--- src/rtl/mem_arbiter.sv ---
// mem_arbiter: round-robin arbiter sharing one mmio port between two valid/ready masters,
// with a per-tenure access cap so a continuously requesting master cannot starve the other.
module mem_arbiter #(
  parameter int ADDR_W    = 32,
  parameter int DATA_W    = 32,
  parameter int MAX_BURST = 4
) (
  input  logic              clk,
  input  logic              reset,
  input  logic              req0_valid,
  input  logic              req0_write,
  input  logic [ADDR_W-1:0] req0_addr,
  input  logic [DATA_W-1:0] req0_wdata,
  output logic              req0_ready,
  output logic [DATA_W-1:0] req0_rdata,
  input  logic              req1_valid,
  input  logic              req1_write,
  input  logic [ADDR_W-1:0] req1_addr,
  input  logic [DATA_W-1:0] req1_wdata,
  output logic              req1_ready,
  output logic [DATA_W-1:0] req1_rdata,
  output logic              memwrite,
  output logic              memread,
  output logic [ADDR_W-1:0] mem_addr,
  output logic [DATA_W-1:0] mem_writedata,
  input  logic [DATA_W-1:0] mem_readdata
);
  localparam int CW = $clog2(MAX_BURST + 1);
  localparam logic [CW:0] CAP = (CW+1)'(MAX_BURST);
  typedef enum logic [1:0] {IDLE, OWN0, OWN1} state_t;
  state_t state;
  logic last;
  logic [CW-1:0] count;
  logic own0, own1, vx, vy, cap_hit;
  logic [CW:0] next_count;
  // x is the current owner, y the other requester; both default to port 0 view in IDLE
  always_comb begin
    own0       = state == OWN0;
    own1       = state == OWN1;
    vx         = own1 ? req1_valid : req0_valid;
    vy         = own1 ? req0_valid : req1_valid;
    next_count = {1'b0, count} + (CW+1)'(1);
    cap_hit    = next_count >= CAP;
  end
  assign req0_ready    = own0 & req0_valid;
  assign req1_ready    = own1 & req1_valid;
  assign req0_rdata    = own0 ? mem_readdata : '0;
  assign req1_rdata    = own1 ? mem_readdata : '0;
  assign memwrite      = own0 ? req0_valid & req0_write : own1 & req1_valid & req1_write;
  assign memread       = own0 ? req0_valid & ~req0_write : own1 & req1_valid & ~req1_write;
  assign mem_addr      = own0 ? req0_addr : own1 ? req1_addr : '0;
  assign mem_writedata = own0 ? req0_wdata : own1 ? req1_wdata : '0;
  always_ff @(posedge clk or negedge reset) begin
    if (!reset) begin
      state <= IDLE;
      last  <= 1'b1;
      count <= '0;
    end else if (state == IDLE) begin
      count <= '0;
      if (req0_valid && (!req1_valid || last)) state <= OWN0;
      else if (req1_valid) state <= OWN1;
    end else if (vy && (!vx || cap_hit)) begin
      state <= own1 ? OWN0 : OWN1;
      last  <= own1;
      count <= '0;
    end else if (!vx) begin
      state <= IDLE;
      last  <= own1;
      count <= '0;
    end else if ({1'b0, count} < CAP) begin
      count <= next_count[CW-1:0];
    end
  end
endmodule

--- config.mk ---
export PLATFORM = sky130hd
export DESIGN_NAME = mem_arbiter
export DESIGN_NICKNAME = d
export VERILOG_FILES = /design/src/rtl/mem_arbiter.sv
export SDC_FILE = /design/constraint.sdc
export NUM_CORES = 1
export LEC_CHECK = 0
export CORE_AREA = 2 2 117 119
export DETAILED_ROUTE_END_ITERATION = 8
export DIE_AREA = 0 0 119 121
export PLACE_DENSITY = 0.53
export SKIP_CTS_REPAIR_TIMING = 1
export SYNTH_ARGS = -nofsm -noshare
export SYNTH_HDL_FRONTEND = slang
export SYNTH_SLANG_ARGS = --single-unit
--- constraint.sdc ---
create_clock -name clk -period 4.5 [get_ports clk]
set_input_delay 0.9 -clock clk [delete_from_list [all_inputs] [get_ports clk]]
set_output_delay 0.9 -clock clk [all_outputs]
set_load 0.01 [all_outputs]
==> results of run 1 <==
## layer usage
layer | GRT usage [%] | share of wire [%] | vias up
li1 | - | - | 1280
met1 | 16.0 | 37 | 1190
met2 | 25.0 | 50 | 180
met3 | 5.26 | 11 | 11
met4 | 3.13 | 1.6 | 0
met5 | 0 | 0 | -
## power groups by stage
stage                     registers (mW)  logic, mW  clock network (mW)
final                             0.0767      0.780               0.152
after global routing              0.0784      0.833               0.158
after CTS                         0.0767      0.791               0.154
after detailed placement          0.0765      0.785                   0
after global placement            0.0761      0.788                   0
after floorplan                   0.0733      0.310                   0
## cell families (layout without fill, tap and decap cells)
group | Yosys count | in the layout | share of synthesized area, %
compound gates | 79 | 79 | 45.7
simple gates | 76 | 76 | 31.6
buf+inv | 27 | 309 | 9.44
flops | 6 | 6 | 10.2
mux | 2 | 2 | 1.68
fa+ha+maj | 1 | 1 | 0.842
xor+xnor | 1 | 1 | 0.590
## state kept, by name, summed over array words and instances, names as in the netlist
name	cells
count	3
state	2
last	1
## synth_stat cells
master / n / area [um2]
dfstp_2: 1 / 26.3
o31ai_1: 1 / 7.51
a311oi_1: 2 / 17.5
o21ai_0: 2 / 10.0
a22o_1: 65 / 569
nor2_1: 3 / 11.3
a221o_1: 2 / 20.0
nor2_4: 1 / 11.3
a21boi_2: 1 / 11.3
dfrtp_1: 5 / 125
buf_6: 1 / 11.3
nor3_1: 1 / 5.00
xor2_1: 1 / 8.76
buf_4: 5 / 37.5
clkbuf_1: 4 / 15.0
o22ai_1: 1 / 6.26
buf_2: 10 / 50.1
buf_1: 3 / 11.3
nand2_1: 4 / 15.0
inv_1: 2 / 7.51
a21oi_2: 2 / 17.5
o41ai_1: 1 / 8.76
and2_1: 64 / 400
mux2_4: 1 / 15.0
mux2i_1: 1 / 10.0
ha_1: 1 / 12.5
nand2_4: 1 / 11.3
nor2b_2: 1 / 8.76
inv_2: 2 / 7.51
and3_1: 1 / 6.26
a21oi_1: 2 / 10.0
## placed cells by master, fill, tap and decap left out, types with 2 or more instances in the layout
cell             synthesis  layout
o21ai_0                  2       2
buf_4                    5       4
inv_2                    2       2
clkbuf_16                0       3
clkdlybuf4s50_1          0     297
and2_1                  64      64
nand2_1                  4       4
a21oi_1                  2       2
a22o_1                  65      65
a221o_1                  2       2
a311oi_1                 2       2
nor2_1                   3       3
dfrtp_1                  5       5
inv_1                    2       2
a21oi_2                  2       2
## area by class of cell
class,count,area [um2]
Sequential cell,6,151
Inverter,4,15.0
Timing Repair Buffer,301,3000
Fill cell,1326,8420
Clock buffer,4,78.8
Multi-Input combinational cell,159,1200
Tap cell,176,220
## critical path, cell delays in order
cell and delay (ns):
clkdlybuf4s50_1 0.67, nand2_1 0.13, inv_1 0.09, a22o_1 0.14
clkdlybuf4s50_1 0.55
## worst min path at each step
stage	startpoint	to	slack, ns
floorplan	reset	count[0]	0.60
global placement	count[2]	count[2]	0.62
detailed placement	count[2]	count[2]	0.63
CTS	count[2]	count[2]	0.64
global route	state[1]	state[1]	0.70
finish	count[2]	count[2]	0.64
==> results.yml, run 1 <==
status:
  status: "completed"
critical_path:
  r2r_start: "count[0]"
  r2r_setup_slack_ns: 2.66
  required_ns: 3.60
  rr_endpoint: "last"
  critPathMaxFanout: 10
  critical_path.endpoint_type: "output pin"
  rr_worst_depth: 5
  crit_start: "req0_valid"
  endpoint: "memwrite"
  crit_path_start_kind: "primary input"
  cp.arrival_ns: 2.47
  worstSetupPathType: "primary input to output pin"
power:
  combPwrFrac_pct: 77.3
  vdd_drop_max_uv: 125
  clkPwrFrac_pct: 15.1
  internal_power_uw: 656
  switchingPower_uw: 352
  netSwitchingFraction_pct: 34.9
  total_power_mw: 1.01
  leakage_nw: 1.80
  seq_power_share_pct: 7.6
  p_per_area_mw_per_mm2: 216
sta:
  period_share_pct: 75.0
  rsz0062_at_grt: "false"
  hold_viol: 0
  fin_hold_ws_ns: 0.640
  slew_headroom_pct: 59.2
  skew_ns: 0.00115
  tightest_slew_ns: 0.612
  maxSlewViolCount: 0
  finalCriticalPeriod_ns: 3.37
  finalSetupTns_ns: 0
  worst_slack_ns: 1.13
  finalSetupViolations: 0
  max_freq_mhz: 296
synth:
  synth_area_per_cell_um2: 7.74
  synth-seq-area-share_pct: 10.2
  yosysUniqueCellTypes: 31
  syn_nets: 359
  netlist_area_mm2: 0.00149
  ys_seq_elements: 6
  yosysWarnings: 0
  synth_cells: 192
placed_design:
  pre_cts_ws_ns: 1.12
  place.gp.congestion: 0.773
  dp_cells: 646
  dpl-instance-area_mm2: 0.00459
  io_buffers: 297
  post-dp-hpwl_um: 9300
grt:
  antenna_found_initial: 0
  overflow: 0
  grt_usage_pct: 14.1
  grt_pass1_wl_um: 15800
  grt_max_degree: 58
  grt_pass1_vias: 2696
floorplanning:
  die_w_um: 119
  fp.dieH_um: 121
  io_pins: 298
  initial_core_util_pct: 11.4
  row_count: 42
  die_area_mm2: 0.0144
  core_mm2: 0.0131
routing:
  firstDrtPassIters: 4
  drt_wl_total_um: 11200
  route.detailed.drc: 0
  dr_total_vias: 2661
  dr.first_iter.drc_count: 120
  avgViaCountPerCell: 4.09
  final_antenna_net_count: 0
  wire_per_inst_um: 17.2
worst_hold_path:
  hold_path_depth: 2
  holdCritPathClass: "flip-flop to flip-flop"
clock_network:
  cts_buffer_depth: 2
  htreeDepth: 1
  numCtsBuffers: 3
  clk_latency_ns: 0.23
  cts_root_buffer: "clkbuf_16"
  cts_sinks: 6
  cts.clk_slew.worst_paths_ns: 0.04
  cts_tree: "yes"
final_layout:
  stdcell_area_mm2: 0.00467
  layout-drive-gt1-share_pct: 3.59
  nets: 642
  post-route-util_pct: 35.7
  syn_to_final_growth_pct: 214
  instances_no_fill: 650
  antenna-diode-count: 0
run:
  maxCapViolCount: 0
Power figures use the tool's default switching activity.
==> run 2: changes to the inputs <==
Settings changed: CORE_AREA 2 2 117 119 to 2 2 115 117, DIE_AREA 0 0 119 121 to 0 0 117 119, PLACE_DENSITY 0.53 to 0.54.
Clock period 4.5 ns to 3.4 ns, I/O delays scaled along.
==> run 2 against run 1 <==
Against the previous run:
- first-iteration DRC count decreased by 33%
- design area increased by 0.27%
- final cell count unchanged
- flip-flop and latch count unchanged
- sequential share of layout area about the same
- worst hold slack improved by 0.0013 ns
- total power increased by 31%
- clock skew increased by 0.0019 ns
- critical endpoint is now mem_addr[25]
==> results.yml, run 2 (synthesized netlist as in run 1, its figures left out) <==
placed_design:
  io_buffers: 297
  place.gp.congestion: 0.807
  post-dp-hpwl_um: 9020
critical_path:
  path_cells: "inv_2 -> nor2_4 -> buf_4 -> a22o_1 -> clkdlybuf4s50_1"
  worstSetupPathType: "flip-flop to output pin"
  rr_worst_depth: 5
  required_ns: 2.72
  crit_path_max_incr_delay_ns: 0.57
  critical_path.endpoint_type: "output pin"
  cp.arrival_ns: 2.29
  crit_family: "buffers and inverters"
  r2r_setup_slack_ns: 1.59
  critical_path_cell_count: 5
  crit_path_start_kind: "flip-flop"
  crit_buf_inv: 3
  cpMaxStageDelayCell: "clkdlybuf4s50_1"
  critPathMaxFanout: 55
clock_network:
  cts_root_buffer: "clkbuf_16"
  cts.clk_slew.worst_paths_ns: 0.04
  htreeDepth: 1
  numCtsBuffers: 3
  cts_sinks: 6
  cts_buffer_depth: 2
  cts_tree: "yes"
  clk_latency_ns: 0.22
run:
  maxCapViolCount: 0
worst_hold_path:
  hold_path_depth: 2
  holdCritPathClass: "flip-flop to flip-flop"
power:
  internal_power_uw: 873
  combPwrFrac_pct: 77.8
  seq_power_share_pct: 7.6
  p_per_area_mw_per_mm2: 283
  leakage_nw: 1.80
  vdd_drop_max_uv: 191
  netSwitchingFraction_pct: 34.0
  clkPwrFrac_pct: 14.6
  switchingPower_uw: 450
sta:
  max_freq_mhz: 337
  rsz0062_at_grt: "false"
  fin_hold_ws_ns: 0.641
  period_share_pct: 87.3
  hold_viol: 0
  finalSetupViolations: 0
  finalSetupTns_ns: 0
  maxSlewViolCount: 0
  skew_ns: 0.00302
  slew_headroom_pct: 61.3
  tightest_slew_ns: 0.580
  finalCriticalPeriod_ns: 2.97
routing:
  dr_total_vias: 2660
  route.detailed.drc: 0
  drt_wl_total_um: 10400
  final_antenna_net_count: 0
  wire_per_inst_um: 16.1
  avgViaCountPerCell: 4.09
  dr.first_iter.drc_count: 80
  firstDrtPassIters: 4
status:
  status: "completed"
grt:
  grt_usage_pct: 13.6
  overflow: 0
  grt_max_degree: 71
  grt_pass1_vias: 2703
  antenna_found_initial: 1
  grt_pass1_wl_um: 14800
final_layout:
  regMostFlops: "count"
  top_regs: "count x3, state x2, last x1"
  largest_reg_flops: 3
  nets: 642
  final_common_cell: "clkdlybuf4s50_1"
  final_cell_mix: "297 x clkdlybuf4s50_1, 65 x a22o_1, 64 x and2_1"
  syn_to_final_growth_pct: 215
  layout-drive-gt1-share_pct: 3.59
  antenna-diode-count: 0
floorplanning:
  row_count: 42
  io_pins: 298
  die_area_mm2: 0.0139
  core_mm2: 0.0129
  fp.dieH_um: 119
  initial_core_util_pct: 11.5
  die_w_um: 117
[run 2: cell types whose count changed in the layout (fill, tap and decap cells not counted)]
cell,change
buf_12,+1
buf_4,-1
[run 2: power by group through the flow]
stage	combinational, mW	clock (mW)	sequential, mW
after floorplan	0.411	0	0.0971
after global placement	1.04	0	0.101
after CTS	1.04	0.195	0.101
final	1.03	0.193	0.101
after global routing	1.10	0.203	0.103
after detailed placement	1.04	0	0.102
[run 2: area by class of cell]
type,count,area (um2)
Clock buffer,4,78.8
Fill cell,1352,8200
Inverter,4,15.0
Multi-Input combinational cell,159,1200
Sequential cell,6,151
Tap cell,176,220
Timing Repair Buffer,301,3020
[run 2: worst paths after layout]
path | startpoint | to
worst max-delay path | state[0] | mem_addr[25]
min in group asynchronous | reset | count[0]
worst min-delay path | count[2] | count[2]
worst min register to register | count[2] | count[2]
worst max register to register | count[0] | last
max in group asynchronous | reset | last
[run 2: layer usage]
layer | up-vias | track usage [%] | share of wire, %
li1 | 1279 | - | -
met1 | 1204 | 16.6 | 40
met2 | 169 | 23.3 | 46
met3 | 8 | 4.83 | 12
met4 | 0 | 1.84 | 1.0
met5 | - | 0 | 0
[run 2: tightest hold or removal path: stages (launching register included)]
cell	delay [ns]
dfrtp_1	0.43
o21ai_0	0.10
a21oi_1	0.06
[run 2: metrics by stage]
stage | area (um2) | cells | utilization (%) | total power [mW] | worst slack (ns)
3_5_place_dp | 4600 | 646 | 35.7 | 1.14 | 0.501
3_3_place_gp | 4600 | 646 | 35.7 | 1.14 | 0.525
2_1_floorplan | 1490 | 192 | - | 0.508 | 1.37
4_1_cts | 4680 | 650 | 36.3 | 1.34 | 0.436
6_report | 4680 | 650 | 36.3 | 1.32 | 0.432
5_1_grt | 4680 | 650 | 36.3 | 1.41 | 0.299
==> run 3: changes to the inputs <==
Settings changed: TNS_END_PERCENT set to 1.
==> results of run 3 <==
The final DEF is identical to that of run 2; final timing and power are the same.
